==> src/rtl/full_adder_pkg.sv <==
// full_adder_pkg: shared constants and helpers for the filter-datapath adders.
//   DEFAULT_WIDTH   default operand/sum width of full_adder
//   signed_ovf()    two's-complement overflow from operand and sum sign bits,
//                   shared so other datapath blocks flag overflow the same way
package full_adder_pkg;

  localparam int unsigned DEFAULT_WIDTH = 16;

  // Overflow happens only when both operands share a sign and the sum's sign differs.
  function automatic logic signed_ovf(input logic a_msb, input logic b_msb, input logic s_msb);
    return (a_msb == b_msb) && (s_msb != a_msb);
  endfunction

endpackage : full_adder_pkg

==> src/rtl/full_adder_cell.sv <==
// full_adder_cell: 1-bit full adder, one link of the ripple-carry chain.
// Ports:
//   a, b  operand bits
//   cin   carry into this bit
//   s     sum bit (combinational)
//   cout  carry out of this bit (combinational)
module full_adder_cell (
  input  logic a,
  input  logic b,
  input  logic cin,
  output logic s,
  output logic cout
);

  logic p;

  // Propagate term is shared by the sum and the carry.
  assign p    = a ^ b;
  assign s    = p ^ cin;
  assign cout = (a & b) | (cin & p);

endmodule : full_adder_cell

==> src/rtl/full_adder.sv <==
// full_adder: WIDTH-bit ripple-carry adder with carry-in, registered outputs.
// {Cout,S} = A + B + Cin (modulo 2^(WIDTH+1)), latency one cycle, one sum per cycle.
// Optional feature macro: FULL_ADDER_OVF_EN adds the registered signed-overflow flag V.
// Ports:
//   clk        rising-edge clock
//   rst        asynchronous active-high reset (clears all outputs)
//   in_valid   A/B/Cin valid this cycle
//   A, B       WIDTH-bit operands (unsigned or two's complement)
//   Cin        carry-in
//   S          registered sum
//   Cout       registered carry-out of bit WIDTH-1
//   out_valid  S/Cout/V hold a result sampled on the previous edge
//   V          registered signed overflow (FULL_ADDER_OVF_EN only)
module full_adder
  import full_adder_pkg::*;
#(
  parameter int unsigned WIDTH = DEFAULT_WIDTH  // must be >= 2
) (
  input  logic             clk,
  input  logic             rst,
  input  logic             in_valid,
  input  logic [WIDTH-1:0] A,
  input  logic [WIDTH-1:0] B,
  input  logic             Cin,
  output logic [WIDTH-1:0] S,
  output logic             Cout,
  output logic             out_valid
`ifdef FULL_ADDER_OVF_EN
  ,
  output logic             V
`endif
);

  logic [WIDTH:0]   carry_c;
  logic [WIDTH-1:0] sum_c;

  assign carry_c[0] = Cin;

  // Ripple chain: carry_c[i+1] is the carry out of bit i, carry_c[WIDTH] is Cout.
  for (genvar i = 0; i < WIDTH; i++) begin : g_cell
    full_adder_cell u_cell (
      .a    (A[i]),
      .b    (B[i]),
      .cin  (carry_c[i]),
      .s    (sum_c[i]),
      .cout (carry_c[i+1])
    );
  end

  // Output register: load on in_valid, hold otherwise; out_valid marks fresh results.
  always_ff @(posedge clk or posedge rst) begin
    if (rst) begin
      S         <= '0;
      Cout      <= 1'b0;
      out_valid <= 1'b0;
    end else begin
      out_valid <= in_valid;
      if (in_valid) begin
        S    <= sum_c;
        Cout <= carry_c[WIDTH];
      end
    end
  end

`ifdef FULL_ADDER_OVF_EN
  logic ovf_c;

  // Equivalent to carry_c[WIDTH] ^ carry_c[WIDTH-1]; sign-bit form matches other blocks.
  assign ovf_c = signed_ovf(A[WIDTH-1], B[WIDTH-1], sum_c[WIDTH-1]);

  always_ff @(posedge clk or posedge rst) begin
    if (rst) begin
      V <= 1'b0;
    end else if (in_valid) begin
      V <= ovf_c;
    end
  end
`endif

endmodule : full_adder

==> config.mk <==
export PLATFORM = sky130hd
export DESIGN_NAME = full_adder
export DESIGN_NICKNAME = d
export VERILOG_FILES = /design/src/rtl/full_adder_pkg.sv /design/src/rtl/full_adder_cell.sv /design/src/rtl/full_adder.sv
export SDC_FILE = /design/constraint.sdc
export NUM_CORES = 1
export LEC_CHECK = 0
export CAP_MARGIN = 20
export CORE_MARGIN = 10
export CORE_UTILIZATION = 31
export CTS_BUF_LIST = sky130_fd_sc_hd__clkbuf_16
export CTS_CLUSTER_SIZE = 25
export DETAILED_ROUTE_END_ITERATION = 7
export DONT_BUFFER_PORTS = 1
export PLACE_DENSITY = 0.46
export SLEW_MARGIN = 20
export SYNTH_ARGS = -nofsm -noshare
export SYNTH_HDL_FRONTEND = slang
export SYNTH_SLANG_ARGS = --single-unit
==> constraint.sdc <==
create_clock -name clk -period 0.94 [get_ports clk]
set_clock_uncertainty 0.05 [all_clocks]
set_input_delay 0.094 -clock clk [delete_from_list [all_inputs] [get_ports clk]]
set_output_delay 0.094 -clock clk [all_outputs]
set_load 0.03 [all_outputs]
* After elaboration in Yosys (flattened, before gate mapping)
Cells that the tools add are included.
** Storage, ports and cells
- Bits in registers :: 18
- Input bits :: 36
- Word-level logic and storage cells :: 83
** Operators by class
- Bitwise operators :: 80
** Operators by type and width (number)
- 1-bit bitwise AND :: 32
- 1-bit XOR :: 32
- 1-bit bitwise OR :: 16

* Logic depth before layout (Yosys ltp)
- Depth after elaboration :: 33
- Gate-level depth with buffers :: 20
- Depth with buffers taken out :: 20

* Cells and area by module
Synthesis repeated with hierarchy kept, for this count alone.
** Second synthesis, totals
- Cells, all modules :: 54
- Area total of the unflattened synthesis :: 1034.7 sq um
** By module, submodules not included
- full_adder :: instances 1, cells an instance 38, area each 714.4 sq um, seq. area each 450.4 sq um
- full_adder_cell :: instances 16, cells an instance 1, area each 20.0 sq um, seq. area each 0.0 sq um

* Least setup slack after synthesis
No wires, ideal clock.
- Path type :: input port to flip-flop
- From :: input A[0]
- To :: register S[15]
- Library setup time :: 0.077 ns
- Arrival :: 6.238 ns
- Slack :: -5.425 ns
- Stages :: 20
- Cells stage by stage :: fa_1 fa_1 fa_1 fa_1 fa_1 fa_1 fa_1 fa_1 fa_1 inv_1 fa_1 inv_1 fa_1 fa_1 fa_1 fa_1 fa_1 inv_1 fa_1 a21oi_1
** Between the ends
- Cells in the longest elaborated chain, start to end :: 32
- Elaborated cells on any way between the ends :: 33
- Classes of those cells :: 33 x bitwise
** RTL lines
- start, declared :: line full_adder.sv:22 : input logic [WIDTH-1:0] A,
- 1-bit XOR :: line full_adder_cell.sv:18 : assign p = a ^ b;
- 1-bit bitwise AND :: line full_adder_cell.sv:20 : assign cout = (a & b) | (cin & p);
- 1-bit bitwise OR (*) :: line full_adder_cell.sv:20
- 1-bit bitwise AND (*) :: line full_adder_cell.sv:20
- 1-bit bitwise OR (*) :: line full_adder_cell.sv:20
- 1-bit bitwise AND (*) :: line full_adder_cell.sv:20
- 1-bit bitwise OR (*) :: line full_adder_cell.sv:20
- 1-bit bitwise AND (*) :: line full_adder_cell.sv:20
- [16 not listed]
- 1-bit bitwise OR (*) :: line full_adder_cell.sv:20
- 1-bit bitwise AND (*) :: line full_adder_cell.sv:20
- 1-bit bitwise OR (*) :: line full_adder_cell.sv:20
- 1-bit bitwise AND (*) :: line full_adder_cell.sv:20
- 1-bit bitwise OR (*) :: line full_adder_cell.sv:20
- 1-bit bitwise AND (*) :: line full_adder_cell.sv:20
- 1-bit bitwise OR (*) :: line full_adder_cell.sv:20
- 1-bit XOR (*) :: line full_adder_cell.sv:19 : assign s = p ^ cin;
- end signal, assigned :: line full_adder.sv:59 : S <= sum_c;
- end, declared :: line full_adder.sv:25 : output logic [WIDTH-1:0] S,
Every way passes the cells marked *; elsewhere a longest branch is shown, timed or not.
A chain may end at the register's enable or synchronous reset.

* Final worst setup path
Same ends and word-level chain as after synthesis.

==> results.py <==
metrics = {
    "timing": {
        "slew_headroom": 0.8076,
        "finalHoldViolCount": 18,
        "fmax_mhz": 172.5,
        "maxSlewViolCount": 0,
        "period_share": 6.166,
        "setup_violations": 16,
        "rsz0062_at_grt": "yes",
        "whs_ps": -160.5,
        "period_minus_slack_ps": 5796,
        "tightest_slew_ps": 288.8,
        "timing.final.ws_setup_ps": -4856,
    },
    "clock_network": {
        "cts_root_buffer": "clkbuf_16",
        "cts.sinks": 18,
        "clkTransAtPathRegs_ps": 50,
        "numCtsBuffers": 3,
        "postCtsHoldBufs": 1,
        "cts.path.max_buffers": 2,
        "htree_levels": 1,
        "insertion_delay_ps": 240,
        "cts_tree": "done",
    },
    "setup_path": {
        "arrival_ps": 5920,
        "worstSetupPathType": "in -> reg",
        "crit_start": "A[0]",
        "required_ps": 1060,
        "rrSetupSlack_ps": 110,
        "reg2reg_from": "S[12]",
        "path_max_fanout": 1,
        "startpoint_type": "input port",
        "end_kind": "flip-flop",
    },
    "synth": {
        "seq_area_frac_synth": 0.4250,
        "synthTopCellsByArea": "dfrtp_1, fa_1, mux2_4",
        "ys_warn_count": 0,
        "yosys.area.top_type": "dfrtp_1",
        "synth_top_area_frac": 0.4250,
        "ys_types": 7,
        "avgSynthCellArea_um2": 16.56,
        "syn_area_mm2": 0.001060,
        "yosys_register_bits": 18,
        "synth_nets": 116,
        "syn_inst": 64,
    },
    "detailed_routing": {
        "route.vias.total": 569,
        "wire_per_inst_um": 17.40,
        "wl_um": 2297,
        "via_per_inst": 4.311,
        "antenna_left": 0,
        "drt-initial-drc-count": 1,
        "drc": 0,
        "drt_pass1_iterations": 3,
    },
    "place": {
        "gp_congestion": 0.6178,
        "dp_hpwl_um": 1972,
        "pre_cts_ws_ps": -5138,
        "numPortBuffers": 0,
        "placedCellCount": 127,
    },
    "status": {
        "violations": "hold timing, setup timing",
        "status": "finished, violations left",
    },
    "global_route": {
        "grt_max_degree": 22,
        "grt_pass1_vias": 708,
        "track_usage": 0.08076,
        "antenna_found_initial": 0,
        "grt_pass1_wl_um": 3843,
        "grt_overflow": 0,
    },
    "pwr": {
        "total_power_mw": 3.100,
        "power.density_mw_per_mm2": 2164,
        "ir_worst_vdd_v": 0.0006336,
        "leakagePower_nw": 0.6380,
    },
    "die": {
        "core_area_mm2": 0.003311,
        "start_util": 0.3201,
        "ios": 54,
        "die_x_um": 78.47,
        "rows": 21,
        "die_area_mm2": 0.006158,
        "die_h_um": 78.47,
    },
    "finish": {
        "num_antenna_cells": 0,
        "drive_above_1_share": 0.6279,
        "final_cells": 132,
        "nets": 140,
        "final_util": 0.4327,
        "syn_to_final_growth_pct": 35.18,
    },
    "hold_path": {
        "hold_class": "in -> reg",
        "hp-start": "in_valid",
    },
    "run": {
        "drv_cap": 0,
    },
}
routing by layer:
layer  wire length [µm]  global-route usage  vias up
met4                 40             0.03763        0
met3                225             0.03872        5
met1                872             0.09017      284
met2               1157              0.1275       35
met5                  0                   0        -
li1                   -                   -      245
placed cells by master, fill, tap and decap left out, drive strengths merged:
| cell type | count |
|---|---|
| dlygate4sd3 | 1 |
| fa | 16 |
| dfrtp | 18 |
| a21oi | 3 |
| buf | 20 |
| nor2 | 3 |
| inv | 8 |
| clkbuf | 3 |
| mux2 | 14 |
worst max-delay path: stages:
cell and delay (ps):
fa_2 380, fa_2 370, fa_2 340, fa_2 350
fa_2 350, fa_2 350, fa_2 350, fa_2 350
fa_2 340, inv_2 60, fa_1 150, inv_1 50
fa_2 340, fa_2 370, fa_2 360, fa_2 360
fa_2 350, inv_2 60, fa_1 410, a21oi_2 140
report_power, final:
group	switching [mW]	leakage [nW]	internal [mW]
Clock	0.262	0.0370	0.559
Combinational	0.565	0.392	0.635
Sequential	0.132	0.209	0.949
timing repair:
| item | 4_1_cts | 5_1_grt |
|---|---|---|
| gates resized for setup | 11 | 7 |
| setup buffers | 0 | 1 |
| endpoints found under the setup margin | 27 | 31 |
| endpoints found under the hold margin | 36 | 18 |
kinds of logic after synthesis:
| group | count (synthesis) | share of synthesized area |
|---|---|---|
| flip-flops | 18 | 0.4250 |
| adder cells (fa/ha/maj) | 16 | 0.3022 |
| multiplexers | 14 | 0.1983 |
| buffers and inverters | 10 | 0.04959 |
| AO/OA/AOI/OAI | 3 | 0.01416 |
| AND/OR/NAND/NOR | 3 | 0.01062 |
metrics by stage:
stage	setup TNS (ps)	cell area, µm²
2_1_floorplan	-45150	1095
3_3_place_gp	-46530	1272
3_5_place_dp	-47160	1272
4_1_cts	-43150	1399
5_1_grt	-44330	1433
6_report	-42580	1433
cells in the mapped netlist:
master,count
inv_1,8
fa_1,16
dfrtp_1,18
mux2_4,14
buf_6,2
a21oi_1,3
nor2_1,3
final timing paths:
kind | end | cells after the start
max in group asynchronous | S[11] | 3
hold reg to reg | S[3] | 1
min in group asynchronous | S[2] | 3
setup / recovery | S[15] | 20
setup reg to reg | S[12] | 1
hold / removal | out_valid | 0
state kept, by name, summed over array words and instances, names as in the netlist:
| signal | cells |
|---|---|
| Cout | 1 |
| S | 16 |
| out_valid | 1 |
layout make-up:
| class | instances | area, µm² |
|---|---|---|
| multi-input cells | 36 | 595.6 |
| flip-flops and latches | 18 | 450.4 |
| fillers | 318 | 1878 |
| repair buffers | 21 | 224.0 |
| inverters | 8 | 30.03 |
| clock buffers | 3 | 75.07 |
| well taps | 46 | 57.56 |
Power figures use the tool's default switching activity.
